===== src/rtl/cycle_timer.sv =====
// cycle_timer: prescaled cycle counter with compare-match interrupt,
// accessed through a single-cycle register bus with registered reads.
module cycle_timer #(
  parameter int COUNT_WIDTH    = 32,
  parameter int PRESCALE_WIDTH = 16
) (
  input  logic                   clock,
  input  logic                   reset,
  input  logic [2:0]             addr,
  input  logic                   wen,
  input  logic                   ren,
  input  logic [COUNT_WIDTH-1:0] wdata,
  output logic [COUNT_WIDTH-1:0] rdata,
  output logic                   rvalid,
  output logic                   irq
);

  localparam logic [2:0] ADDR_CTRL     = 3'd0;
  localparam logic [2:0] ADDR_PRESCALE = 3'd1;
  localparam logic [2:0] ADDR_COUNT    = 3'd2;
  localparam logic [2:0] ADDR_COMPARE  = 3'd3;
  localparam logic [2:0] ADDR_STATUS   = 3'd4;

  // CTRL bit positions
  localparam int CTRL_EN     = 0;
  localparam int CTRL_PERIOD = 1;
  localparam int CTRL_IRQEN  = 2;

  logic [2:0]                ctrl_q, ctrl_d;
  logic [PRESCALE_WIDTH-1:0] prescale_q, prescale_d;
  logic [COUNT_WIDTH-1:0]    count_q, count_d;
  logic [COUNT_WIDTH-1:0]    compare_q, compare_d;
  logic                      pending_q, pending_d;
  logic [PRESCALE_WIDTH-1:0] pcnt_q, pcnt_d;
  logic [COUNT_WIDTH-1:0]    rdata_q, rdata_d;
  logic                      rvalid_q, rvalid_d;

  logic                   wr_ctrl, wr_prescale, wr_count, wr_compare, wr_status;
  logic                   tick, match;
  logic [COUNT_WIDTH-1:0] read_val;

  // Write decode, prescaler tick and compare match.
  always_comb begin
    wr_ctrl     = wen && (addr == ADDR_CTRL);
    wr_prescale = wen && (addr == ADDR_PRESCALE);
    wr_count    = wen && (addr == ADDR_COUNT);
    wr_compare  = wen && (addr == ADDR_COMPARE);
    wr_status   = wen && (addr == ADDR_STATUS);
    // A CTRL/PRESCALE write restarts the prescaler, so it can never tick then.
    tick  = ctrl_q[CTRL_EN] && !wr_ctrl && !wr_prescale && (pcnt_q == prescale_q);
    match = (count_q == compare_q);
  end

  // Next-state for the timer registers; CPU writes take priority over tick effects.
  always_comb begin
    ctrl_d     = ctrl_q;
    prescale_d = prescale_q;
    count_d    = count_q;
    compare_d  = compare_q;
    pending_d  = pending_q;
    pcnt_d     = pcnt_q;

    // Prescaler: held at 0 while disabled, wraps to 0 on the tick cycle.
    if (wr_ctrl || wr_prescale || !ctrl_q[CTRL_EN] || (pcnt_q == prescale_q)) begin
      pcnt_d = '0;
    end else begin
      pcnt_d = pcnt_q + PRESCALE_WIDTH'(1);
    end

    if (tick) begin
      if (match) begin
        if (ctrl_q[CTRL_PERIOD]) begin
          count_d = '0;
        end else begin
          ctrl_d[CTRL_EN] = 1'b0;
        end
      end else begin
        count_d = count_q + COUNT_WIDTH'(1);
      end
    end

    // Write-1-to-clear, but a same-cycle match keeps pending set.
    if (wr_status && wdata[0]) pending_d = 1'b0;
    if (tick && match)         pending_d = 1'b1;

    if (wr_ctrl)     ctrl_d     = wdata[2:0];
    if (wr_prescale) prescale_d = wdata[PRESCALE_WIDTH-1:0];
    if (wr_count)    count_d    = wdata;
    if (wr_compare)  compare_d  = wdata;
  end

  // Read mux; rdata holds its last value between reads.
  always_comb begin
    case (addr)
      ADDR_CTRL:     read_val = COUNT_WIDTH'(ctrl_q);
      ADDR_PRESCALE: read_val = COUNT_WIDTH'(prescale_q);
      ADDR_COUNT:    read_val = count_q;
      ADDR_COMPARE:  read_val = compare_q;
      ADDR_STATUS:   read_val = COUNT_WIDTH'(pending_q);
      default:       read_val = '0;
    endcase
    rdata_d  = ren ? read_val : rdata_q;
    rvalid_d = ren;
  end

  // State registers with asynchronous reset.
  always_ff @(posedge clock or posedge reset) begin
    if (reset) begin
      ctrl_q     <= '0;
      prescale_q <= '0;
      count_q    <= '0;
      compare_q  <= '1;
      pending_q  <= 1'b0;
      pcnt_q     <= '0;
      rdata_q    <= '0;
      rvalid_q   <= 1'b0;
    end else begin
      ctrl_q     <= ctrl_d;
      prescale_q <= prescale_d;
      count_q    <= count_d;
      compare_q  <= compare_d;
      pending_q  <= pending_d;
      pcnt_q     <= pcnt_d;
      rdata_q    <= rdata_d;
      rvalid_q   <= rvalid_d;
    end
  end

  assign rdata  = rdata_q;
  assign rvalid = rvalid_q;
  assign irq    = pending_q & ctrl_q[CTRL_IRQEN];

endmodule


===== config.mk =====
export PLATFORM = sky130hd
export DESIGN_NAME = cycle_timer
export DESIGN_NICKNAME = d
export VERILOG_FILES = /design/src/rtl/cycle_timer.sv
export SDC_FILE = /design/constraint.sdc
export NUM_CORES = 1
export LEC_CHECK = 0
export CORE_AREA = 3 3 135 137
export CTS_CLUSTER_DIAMETER = 120
export DETAILED_ROUTE_END_ITERATION = 16
export DIE_AREA = 0 0 138 140
export GPL_TIMING_DRIVEN = 0
export PLACE_DENSITY = 0.76
export SYNTH_ARGS = -nofsm -noshare
export SYNTH_HDL_FRONTEND = slang
export SYNTH_SLANG_ARGS = --single-unit

===== constraint.sdc =====
create_clock -name clock -period 4.82 [get_ports clock]
set_input_delay 0.723 -clock clock [delete_from_list [all_inputs] [get_ports clock]]
set_output_delay 0.723 -clock clock [all_outputs]
set_load 0.03 [all_outputs]

==> flow_summary.yaml <==
die:
  die_h_um: 140
  ios: 73
  dieArea_um2: 19320
  rows: 48
  die_x_um: 138
  core_area_um2: 17180
  initial_core_util_pct: 46.41
logic_synthesis:
  synth.avg_cell_area_um2: 10.09
  ys_warn_count: 0
  synth-edff-count: 0
  synth.distinct_cells: 58
  ys_seq_area_share_pct: 42.25
  syn-num-nets: 831
  async_reset_ff_share_pct: 100.0
  synth_area_um2: 7971
  ys_ff_latch: 133
  synthCells: 790
  synth_ff_type: "dfrtp_1"
pwr:
  p_switching_mw: 1.238
  power_frac_comb_pct: 27.0
  leakage_nw: 3.888
  sw_frac_of_total_pct: 32.33
  internal_power_mw: 2.591
  p_per_area_nw_per_um2: 398.8
  ir_drop_mv: 0.2306
  clockPowerShare_pct: 34.7
  total_power_mw: 3.829
  power_frac_seq_pct: 38.2
finish:
  layout_common_cells: "dfrtp_1, mux2_2, clkdlybuf4s50_1, nand2_1, xor2_1"
  postLayoutCellArea_um2: 9600
  ff_latch_area_um2: 3368
  syn2layout_area_growth_pct: 20.44
  fill_cells: 1501
  finalNetCount: 922
  insertedDiodeCount: 0
  multi_input_area_um2: 4100
  layout_commonest_cell: "dfrtp_1"
  drive_above_1_share_pct: 21.48
worst_setup_path:
  startpoint: "addr[1]"
  crit_path_end_kind: "register"
  path_buf_inv: 5
  critPathKind: "in2reg"
  crit_fanout: 10
  cp_slowest_stage_delay_ns: 0.57
  worstPathCellList: "clkdlybuf4s50_1 -> nor2b_1 -> clkbuf_1 -> and2_1 -> buf_2 -> buf_2 -> buf_2 -> nor3b_1 -> mux2i_1 -> o211ai_1"
  crit_top_cell: "buf_2"
  cpLargestDelayFamily: "buffers and inverters"
  r2r-start: "compare_q[31]"
  arrival_ns: 3.11
  slowest_stage: "clkdlybuf4s50_1"
  crit_required_ns: 5.09
  crit_path_start_kind: "primary input"
clock_tree:
  htreeDepth: 4
  holdBufCountCts: 0
  cts_resized: 0
  cts.sinks: 133
  cts_buffer_depth: 2
  cts_root_buf: "clkbuf_16"
  cts_buffers: 17
  clk_latency_ns: 0.42
  cts_tree: "done"
  clk_pin_slew_ns: 0.06
  post_cts.repair.setup_buffers: 0
timing:
  setup_viol: 0
  report.final.hold_viol_count: 0
  relSlewSlack_pct: 33.86
  fin_crit_sh_pct: 58.91
  tightest_slew_ns: 0.9921
  fin_skew_ns: 0.008048
  fin_crit_ns: 2.839
  maxSlewViolCount: 0
  rsz0062_at_grt: "no"
  timing.fmax_mhz: 352.2
detailed_routing:
  dr.pass1.iters: 6
  wire_per_inst_um: 21.45
  wirelength_um: 24010
  post-route-drc-count: 0
  ant_nets: 0
  dr_total_vias: 6721
  drt-initial-drc-count: 739
  routed_via_density: 6.006
hold_path:
  min_path_type: "reg2reg"
  worstHoldStart: "pending_q"
global_route:
  grt_pass1_wl_um: 37850
  first_global_vias: 6609
  grt_max_degree: 71
  grt.overflow.total: 0
  antenna_found_initial: 0
  track_usage_pct: 24.98
placement:
  place_area_um2: 8996
  globalplace.congestion: 0.9991
  port_buffers: 71
  hpwl_um: 17590
job:
  cap_violations: 0
run_status:
  run_status: "finished clean"
-- sequential cells by signal, indices dropped and copies added (netlist names) --
| name | flops |
|---|---|
| rvalid | 1 |
| pending_q | 1 |
| count_q | 32 |
| ctrl_q | 3 |
| pcnt_q | 16 |
| rdata | 32 |
| compare_q | 32 |
| prescale_q | 16 |
-- synthesized netlist by cell type, drive strengths merged, types with 2 or more instances --
cell | instances | area share [%]
a31oi | 7 | 0.55
o22ai | 32 | 2.5
a21oi | 6 | 0.47
nor4 | 12 | 1.4
inv | 37 | 1.7
mux2 | 73 | 10
mux4 | 3 | 0.85
nand3b | 11 | 1.0
nand4 | 16 | 1.4
dfstp | 32 | 11
xor2 | 43 | 4.7
and4 | 10 | 1.1
nor2 | 37 | 1.9
a32oi | 3 | 0.33
and3 | 14 | 1.1
nor3 | 18 | 1.2
nand3 | 34 | 2.1
o31ai | 4 | 0.38
nand2b | 4 | 0.31
a22o | 3 | 0.33
a221o | 3 | 0.38
ha | 2 | 0.31
and2 | 4 | 0.31
clkbuf | 26 | 1.2
a22oi | 31 | 2.9
o211ai | 26 | 2.4
xnor2 | 19 | 2.1
dfrtp | 101 | 32
nand2 | 63 | 3.0
buf | 44 | 3.3
o41ai | 2 | 0.22
nor2b | 3 | 0.24
mux2i | 34 | 4.3
nor3b | 17 | 1.6
o21ai | 4 | 0.25
-- power groups by stage --
stage          Clock, mW  Combinational, mW  Sequential [mW]
2_1_floorplan          0              0.666             1.48
3_3_place_gp           0              0.991             1.47
3_5_place_dp           0               1.01             1.48
4_1_cts             1.35               1.02             1.46
5_1_grt             1.39               1.11             1.48
6_report            1.33               1.03             1.46
-- worst paths after layout --
path                            endpoint  slack (ns)  depth (start not counted)
setup / recovery             count_q[28]        1.98                         10
hold / removal                 pending_q        0.52                          2
setup reg to reg              count_q[4]        2.22                          7
hold reg to reg                pending_q        0.52                          2
max in group asynchronous  compare_q[24]        3.28                          3
min in group asynchronous      rdata[14]        0.75                          2
-- per-layer routing --
metal	up-vias	wire length [um]	global-route usage, %
li1	3057	-	-
met3	55	2067	5.565
met2	319	10780	38.57
met4	0	836	9.308
met5	-	0	0
met1	3290	10320	34.64
-- tightest hold or removal path, delay by kind of cell (launching register included) --
family	cells	cell delay, ns
AOI/OAI and AO/OA	1	0.06
DFF	1	0.36
and+or+nand+nor	1	0.06
-- through the flow --
| step | TNS, ns | hold WS, ns | std cells | utilization, % | setup WS [ns] |
|---|---|---|---|---|---|
| 2_1_floorplan | 0 | 0.4618 | 790 | - | 0.5956 |
| 3_3_place_gp | -129.72 | 0.4970 | 1086 | 52.19 | -1.296 |
| 3_5_place_dp | 0 | 0.4994 | 1087 | 52.37 | 1.625 |
| 4_1_cts | 0 | 0.5123 | 1119 | 55.89 | 2.053 |
| 5_1_grt | 0 | 0.5482 | 1119 | 55.89 | 1.881 |
| 6_report | 0 | 0.5191 | 1119 | 55.89 | 1.981 |
-- layout make-up --
| type | count | area share, % |
|---|---|---|
| clock inverters | 15 | 1.864 |
| flip-flops and latches | 133 | 35.08 |
| repair buffers | 72 | 7.689 |
| well taps | 225 | 2.932 |
| inverters | 37 | 1.499 |
| plain buffers | 70 | 3.793 |
| clock buffers | 17 | 4.431 |
| multi-input cells | 550 | 42.71 |
-- cell families after synthesis --
kind of cell / count (synthesis) / share of synthesized area (%)
flops: 133 / 42.25
fa+ha+maj: 2 / 0.3139
compound gates: 132 / 12.02
xor+xnor: 62 / 6.812
buf+inv: 107 / 6.310
simple gates: 244 / 16.86
mux: 110 / 15.43
(Power assumes the default switching activity.)
